==> src/rtl/id_ex_stage.sv <==
// id_ex_stage: ID/EX pipeline register placed directly after reg_bank.
//   - Captures the rs/rt operands from reg_bank. EX/MEM and WB results are
//     bypassed at capture, because reg_bank returns the old value when it is
//     read in the same cycle that it writes.
//   - Sign-extends the 16-bit immediate and registers the decoded control.
//   - Detects load-use hazards. It raises stall (combinational) toward IF/ID
//     and inserts a bubble into EX.
// Ports:
//   clk, rst_n                        clock, asynchronous active-low reset
//   id_valid, rs/rt/rd_addr           decoded instruction in ID
//   rs_data, rt_data                  reg_bank read ports a/b
//   imm, uses_rt, reg_dst, ctl_*      immediate and decoded control
//   flush                             squashes the ID instruction
//   exmem_*, wb_*                     bypass sources (EX/MEM, write-back)
//   stall                             IF/ID must hold
//   ex_*                              registered EX-stage state
//   stall_count                       saturating count of stall cycles
module id_ex_stage #(
    parameter int DATA_W      = 32,
    parameter int REG_ADDR_W  = 5,
    parameter int STALL_CNT_W = 16
) (
    input  logic                   clk,
    input  logic                   rst_n,
    input  logic                   id_valid,
    input  logic [REG_ADDR_W-1:0]  rs_addr,
    input  logic [REG_ADDR_W-1:0]  rt_addr,
    input  logic [REG_ADDR_W-1:0]  rd_addr,
    input  logic [DATA_W-1:0]      rs_data,
    input  logic [DATA_W-1:0]      rt_data,
    input  logic [15:0]            imm,
    input  logic                   uses_rt,
    input  logic                   reg_dst,
    input  logic                   ctl_reg_write,
    input  logic                   ctl_mem_read,
    input  logic                   ctl_mem_write,
    input  logic                   ctl_alu_src,
    input  logic [3:0]             ctl_alu_op,
    input  logic                   flush,
    input  logic                   exmem_reg_write,
    input  logic [REG_ADDR_W-1:0]  exmem_rd,
    input  logic [DATA_W-1:0]      exmem_data,
    input  logic                   wb_reg_write,
    input  logic [REG_ADDR_W-1:0]  wb_rd,
    input  logic [DATA_W-1:0]      wb_data,
    output logic                   stall,
    output logic                   ex_valid,
    output logic [DATA_W-1:0]      ex_rs_val,
    output logic [DATA_W-1:0]      ex_rt_val,
    output logic [DATA_W-1:0]      ex_imm,
    output logic [REG_ADDR_W-1:0]  ex_rs_addr,
    output logic [REG_ADDR_W-1:0]  ex_rt_addr,
    output logic [REG_ADDR_W-1:0]  ex_dest,
    output logic                   ex_reg_write,
    output logic                   ex_mem_read,
    output logic                   ex_mem_write,
    output logic                   ex_alu_src,
    output logic [3:0]             ex_alu_op,
    output logic [STALL_CNT_W-1:0] stall_count
);

    logic [REG_ADDR_W-1:0] dest;
    logic [DATA_W-1:0]     rs_sel;
    logic [DATA_W-1:0]     rt_sel;

    // $0 always reads as zero. EX/MEM is younger than WB, so it wins.
    function automatic logic [DATA_W-1:0] pick_operand(
        input logic [REG_ADDR_W-1:0] addr,
        input logic [DATA_W-1:0]     bank,
        input logic                  em_we,
        input logic [REG_ADDR_W-1:0] em_rd,
        input logic [DATA_W-1:0]     em_data,
        input logic                  w_we,
        input logic [REG_ADDR_W-1:0] w_rd,
        input logic [DATA_W-1:0]     w_data
    );
        logic [DATA_W-1:0] r;
        r = bank;
        if (addr == '0)
            r = '0;
        else if (em_we && (em_rd == addr))
            r = em_data;
        else if (w_we && (w_rd == addr))
            r = w_data;
        return r;
    endfunction

    always_comb begin
        dest   = reg_dst ? rd_addr : rt_addr;
        // Only a load in EX creates a hazard. EX forwarding resolves every
        // other dependency.
        stall  = id_valid && ex_valid && ex_mem_read && (ex_dest != '0) &&
                 ((ex_dest == rs_addr) || (uses_rt && (ex_dest == rt_addr)));
        rs_sel = pick_operand(rs_addr, rs_data, exmem_reg_write, exmem_rd,
                              exmem_data, wb_reg_write, wb_rd, wb_data);
        rt_sel = pick_operand(rt_addr, rt_data, exmem_reg_write, exmem_rd,
                              exmem_data, wb_reg_write, wb_rd, wb_data);
    end

    always_ff @(posedge clk or negedge rst_n) begin
        if (!rst_n) begin
            ex_valid     <= 1'b0;
            ex_rs_val    <= '0;
            ex_rt_val    <= '0;
            ex_imm       <= '0;
            ex_rs_addr   <= '0;
            ex_rt_addr   <= '0;
            ex_dest      <= '0;
            ex_reg_write <= 1'b0;
            ex_mem_read  <= 1'b0;
            ex_mem_write <= 1'b0;
            ex_alu_src   <= 1'b0;
            ex_alu_op    <= '0;
            stall_count  <= '0;
        end else begin
            if (stall && (stall_count != '1))
                stall_count <= stall_count + STALL_CNT_W'(1);

            if (flush || stall) begin
                ex_valid     <= 1'b0;
                ex_rs_val    <= '0;
                ex_rt_val    <= '0;
                ex_imm       <= '0;
                ex_rs_addr   <= '0;
                ex_rt_addr   <= '0;
                ex_dest      <= '0;
                ex_reg_write <= 1'b0;
                ex_mem_read  <= 1'b0;
                ex_mem_write <= 1'b0;
                ex_alu_src   <= 1'b0;
                ex_alu_op    <= '0;
            end else begin
                ex_valid     <= id_valid;
                ex_rs_val    <= rs_sel;
                ex_rt_val    <= rt_sel;
                ex_imm       <= {{(DATA_W-16){imm[15]}}, imm};
                ex_rs_addr   <= rs_addr;
                ex_rt_addr   <= rt_addr;
                ex_dest      <= dest;
                // An empty ID slot must not carry side effects into EX.
                ex_reg_write <= id_valid & ctl_reg_write;
                ex_mem_read  <= id_valid & ctl_mem_read;
                ex_mem_write <= id_valid & ctl_mem_write;
                ex_alu_src   <= id_valid & ctl_alu_src;
                ex_alu_op    <= id_valid ? ctl_alu_op : 4'd0;
            end
        end
    end

endmodule
==> config.mk <==
export PLATFORM = sky130hd
export DESIGN_NAME = id_ex_stage
export DESIGN_NICKNAME = d
export VERILOG_FILES = /design/src/rtl/id_ex_stage.sv
export SDC_FILE = /design/constraint.sdc
export NUM_CORES = 1
export LEC_CHECK = 0
export ABC_AREA = 1
export BUFFER_PORTS_ARGS = -buffer_cell sky130_fd_sc_hd__buf_2
export CAP_MARGIN = 20
export CORE_ASPECT_RATIO = 1.75
export CORE_MARGIN = 10
export CORE_UTILIZATION = 40
export CTS_CLUSTER_DIAMETER = 200
export DETAILED_ROUTE_END_ITERATION = 7
export GPL_TIMING_DRIVEN = 0
export PLACE_DENSITY = 0.81
export SLEW_MARGIN = 40
export SYNTH_ARGS = -nofsm -noshare
export SYNTH_HDL_FRONTEND = slang
export SYNTH_SLANG_ARGS = --single-unit
export TNS_END_PERCENT = 10
==> constraint.sdc <==
create_clock -name clk -period 1.6 [get_ports clk]
set_clock_uncertainty 0.05 [all_clocks]
set_input_delay 0.4 -clock clk [delete_from_list [all_inputs] [get_ports clk]]
set_output_delay 0.4 -clock clk [all_outputs]
set_load 0.05 [all_outputs]
# == Word-level counts from Yosys, hierarchy flattened ==
# Cells that the tools add are included.
# classes
n_bitwise,4
mul,0
mux,20
eq_ne,7
addsub,1
shift,0
n_reduce_logical,15
n_lt_le_gt_ge,0
div_mod_pow,0
# ops
operator,n
32-bit two-way mux,9
5-bit == test,6
5-bit two-way mux,4
16-bit by 1-bit adder with 16-bit output (second input constant),1
16-bit inequality test (second input constant),1
1-bit logical AND,10
5-bit logical NOT,2
4-bit two-way mux,2
1-bit two-way mux,5
5-bit nonzero test,1
1-bit AND,4
1-bit logical OR,2
# totals
latch_bits,0
regBits,136
word_cells,60
output_inout_bits,137
ram_bits,0
romBits,0
memories,0
in_bits,185

# == Logic depth before layout (Yosys ltp) ==
# logic_depth
word_depth,6
ltp_mapped,10
ltp_nobuf,9

# == Least setup slack after synthesis ==
# OpenSTA, ideal clock, no wires.
# synth_path
path_type,register to output
start,reg ex_dest[3]
end,out stall
required_ns,1.150
path_slack_ns,-0.486
path_stages_with_launch,9
arrival_time_ns,1.636
path_buffers,0
path_cell_list,dfrtp_1 inv_1 nand2_1 nand2_1 nor2_1 nand3_1 nand2_4 nand2_2 inv_1
# synth_via
elab_chain_len,4
elab_cells_between_ends,7
cone_classes,eq/ne: 2; reduce/logical: 5
# synth_rtl
element,line_no,source
start: declaration,53,"output logic [REG_ADDR_W-1:0] ex_dest,"
start signal: assignment,139,ex_dest <= dest;
5-bit == test,93,((ex_dest == rs_addr) || (uses_rt && (ex_dest == rt_addr)));
1-bit logical AND,93,
1-bit logical OR,93,
1-bit logical AND *,92,stall = id_valid && ex_valid && ex_mem_read && (ex_dest != '0) &&
end: declaration,46,"output logic stall,"
# Every way passes the cells marked *; elsewhere a longest branch is shown, timed or not.

# == Worst setup path after layout ==
# layout_path
start,reg ex_dest[1]
end,out stall
# Same word-level chain as after synthesis.

==> summary.md <==
| Metric | Value |
|---|---|
| Final setup TNS | -19.89 ns |
| Fmax | 0.482 GHz |
| Reg2reg end | ex_rs_val[9] |
| Fin crit period | roughly 2.1 ns |
| Post-DR vias/cell | about 5.3 |
| Synth Net Count | between 1000 and 1500 |
| CP max FO | 5 |
| Worst path most repeated cell | nand4_1 |
| Sequential share of power | 0.342 |
| Post-DRT Antenna Nets | 0 |
| Hold WS | ~0.12 ns |
| Global-route wire length before repair | roughly 46000 um |
| FF-to-FF path depth | 10 |
| Core area | about 0.017 mm^2 |
| Family with the most delay on the worst path | simple AND/OR/NAND/NOR gates |
| Chip Width | 120 um |
| Dpl cell area | about 0.0090 mm^2 |
| CP max-delay cell | dfrtp_2 |
| Worst R2R Setup Slack | -0.24 ns |
| Final Hold Fails | 0 |
| Max-cap viol count | 0 |
| Worst path max stage delay | approximately 0.44 ns |
| Total number of vias | 8375 |
| Peak supply drop | between 0.6 and 0.7 mV |
| P per Cell Area | ~910 mW/mm^2 |
| Worst hold stages | 3 |
| Worst R2R Start | ex_dest[1] |
| Unrepaired setup endpoints after global routing | yes |
| CTS Buffer Depth | 2 |
| Initial antenna violation count | 10 |
| Net Sw Frac | 0.334 |
| Hold Path Sink | ex_imm[0] |
| Critical path class | flip-flop to output port |
| # H-tree levels | 4 |
| Clk sinks | 120 |
| Final instance area | between 0.01 and 0.015 mm^2 |
| PnR worst setup slack | -0.473 ns |
| Logic pwr share | 0.253 |
| Synth Warn # | 0 |
| Die ar. | 0.0235 mm^2 |
| I/O pin total | 322 |
| Die Height | between 150 and 200 um |
| Initial Util | 0.405 |
| Slew @ Worst Pin | 0.501 ns |
| Sequential area share after synthesis | 0.426 |
| Hold Path Origin | imm[0] |
| Syn avg cell area | about 7.4 um^2 |
| Layout area overhead | 47.7% |
| Fin. max-slew vios | 0 |
| Nets | approximately 1500 |
| Slew headroom | 0.666 |
| DRT iter0 DRCs | about 730 |
| Synth Register Bits | 120 |
| Synth Instances | 956 |
| Leakage power | 5.80 nW |
| Crit end category | output port |
| Critical Path AT | approximately 1.6 ns |
| GRT overflow | 0 |
| DP HPWL | roughly 23000 um |
| Pin count of the biggest net entering global routing | 75 |
| CP bufs+invs | 3 |
| HP Class | primary input to flip-flop |
| Cell variety after synth | 27 |
| Crit path required time | around 1.2 ns |
| Total track usage | 0.251 |
| Routed len/inst | a little over 20 um |
| Failing checks | negative setup slack |
| CTS Buf Count | 17 |
| Post-place setup slack | -0.560 ns |
| PortBufs | 319 |
| Share of cells above drive strength 1 | 0.394 |
| Vias in the first global route | 8398 |
| Clk pwr share | 0.405 |
| Crit path depth | 7 |
| GPL Wtd Cong | roughly 0.9 |
| Fill cells | about 1500 |
| Setup-failing EPs final | 142 |
| Net switching power | between 0.003 and 0.004 W |
| Clk root buf | clkbuf_16 |
| Drc violations | 0 |
| DRT Wirelength | between 30000 and 40000 um |
| Critical path, cell by cell | nor2_1 > nand4_1 > nand4_1 > inv_4 > nand2_4 > clkinvlp_4 > buf_8 |
| Post-synth design cell area | 0.00705 mm^2 |
| FP Rows | 64 |
| Detailed Routing Iterations Pass 1 | 7 |
| CTS tree | yes |
| Cell Int Power | between 0.006 and 0.007 W |
| Element type at the critical path start | flip-flop |
| Clock-pin slew on the worst setup and hold paths | 0.06 ns |
| Post-route clock period utilization | 1.30 |
| Clk_lat worst skew | about 0.43 ns |
| Run status | finished with violations |
| Finished Core Util | 0.599 |
==> routing by layer <==
layer | wire length, um | share of wire | GRT usage | up-vias
met5 | 40 | 0.0012 | 0 | -
met4 | 1350 | 0.042 | 0.120 | 8
met3 | 2760 | 0.086 | 0.0852 | 117
met2 | 17300 | 0.54 | 0.457 | 435
met1 | 10700 | 0.33 | 0.247 | 3931
li1 | - | - | - | 3884
==> synth_stat cells <==
cell / count / area, um^2
nand3_4: 1 / 17.5
buf_12: 1 / 20.0
ha_1: 1 / 12.5
xor2_1: 5 / 43.8
nor3_4: 5 / 81.3
xnor2_1: 4 / 35.0
clkbuf_1: 21 / 78.8
o21ai_0: 3 / 15.0
buf_2: 30 / 150
buf_4: 22 / 165
buf_6: 4 / 45.0
inv_1: 74 / 278
nor2_1: 140 / 526
nand3_2: 4 / 40.0
nand2_2: 12 / 75.1
a21oi_1: 5 / 25.0
nor2_4: 3 / 33.8
nor3_1: 3 / 15.0
nor2_2: 7 / 43.8
o21ai_1: 2 / 10.0
inv_2: 11 / 41.3
nand3_1: 77 / 385
nand4_1: 151 / 945
nand2_1: 245 / 920
buf_1: 2 / 7.51
dfrtp_1: 120 / 3000
nand2_4: 3 / 33.8
==> metrics by stage <==
step                      power [W]  instances
after global routing        0.00984       1572
final                       0.00950       1577
after CTS                   0.00942       1548
after global placement      0.00546       1506
after detailed placement    0.00549       1507
after floorplan             0.00469        956
==> what timing repair did <==
item,4_1_cts,5_1_grt
pin swaps,8,15
endpoints found under the hold margin,46,0
gates cloned,1,5
setup buffers,7,17
endpoints found under the setup margin,144,145
resized for setup,102,42
hold buffers,1,0
==> cells by family after synthesis <==
| kind of cell | share of synthesized area |
|---|---|
| simple gates | 0.442 |
| flops | 0.426 |
| compound gates | 0.00710 |
| xor+xnor | 0.0112 |
| buf+inv | 0.112 |
| fa+ha+maj | 0.00178 |
==> worst min-delay path, cell delays in order <==
cell    delay (ns)
buf_2         0.09
inv_1         0.04
nor2_1        0.04
==> final cells by class <==
type	instances	area [um^2]	share of cell area
inverters	85	325	0.0313
well taps	231	289	0.0278
multi-input cells	671	3360	0.323
clock inverters	9	97.6	0.00938
clock buffers	23	478	0.0459
flip-flops and latches	120	3020	0.291
diodes	7	17.5	0.00168
plain buffers	80	571	0.0548
repair buffers	351	2240	0.215
==> worst max path at each step <==
stage                                to  startpoint  slack, ns
after floorplan                   stall  ex_dest[0]      -0.16
after global placement       ex_dest[1]       rst_n      -1.69
after detailed placement  ex_rs_val[10]  rs_addr[2]      -0.56
after CTS                         stall  ex_dest[1]      -0.46
after global routing              stall  ex_dest[2]      -0.55
final                             stall  ex_dest[1]      -0.47
==> sequential cells by signal, summed over array words and instances (netlist names) <==
register	count
ex_rt_addr	5
ex_mem_read	1
ex_rs_val	32
ex_alu_op	4
ex_rt_val	32
ex_rs_addr	5
ex_imm	16
ex_dest	5
ex_alu_src	1
stall_count	16
ex_reg_write	1
ex_mem_write	1
ex_valid	1
==> power by group through the flow <==
| stage | logic (W) | clock network [W] | registers [W] |
|---|---|---|---|
| after floorplan | 0.000798 | 0 | 0.00389 |
| after global placement | 0.00215 | 0 | 0.00330 |
| after detailed placement | 0.00218 | 0 | 0.00331 |
| after CTS | 0.00230 | 0.00387 | 0.00325 |
| after global routing | 0.00256 | 0.00402 | 0.00326 |
| final | 0.00241 | 0.00385 | 0.00325 |
==> layout by cell type, fill, tap and decap left out, types with 3 or more instances in the layout <==
| cell type | n |
|---|---|
| diode_2 | 7 |
| nand3_4 | 4 |
| xor2_1 | 5 |
| nor2_4 | 5 |
| o21ai_0 | 3 |
| xnor2_1 | 4 |
| buf_12 | 4 |
| dfrtp_1 | 103 |
| inv_2 | 15 |
| buf_6 | 32 |
| a21oi_1 | 5 |
| buf_2 | 310 |
| buf_8 | 20 |
| nor2_1 | 126 |
| nand3_1 | 75 |
| nor2_2 | 19 |
| buf_4 | 33 |
| nor3_4 | 5 |
| clkbuf_4 | 3 |
| clkbuf_8 | 3 |
| inv_1 | 68 |
| nand4_1 | 151 |
| nor3_1 | 3 |
| nand2_1 | 242 |
| clkbuf_1 | 23 |
| clkinv_2 | 6 |
| nand2_4 | 5 |
| clkbuf_16 | 22 |
| nand2_2 | 13 |
| nand3_2 | 3 |
| dfrtp_2 | 17 |
Note: power is estimated with default switching activity, not from simulation.
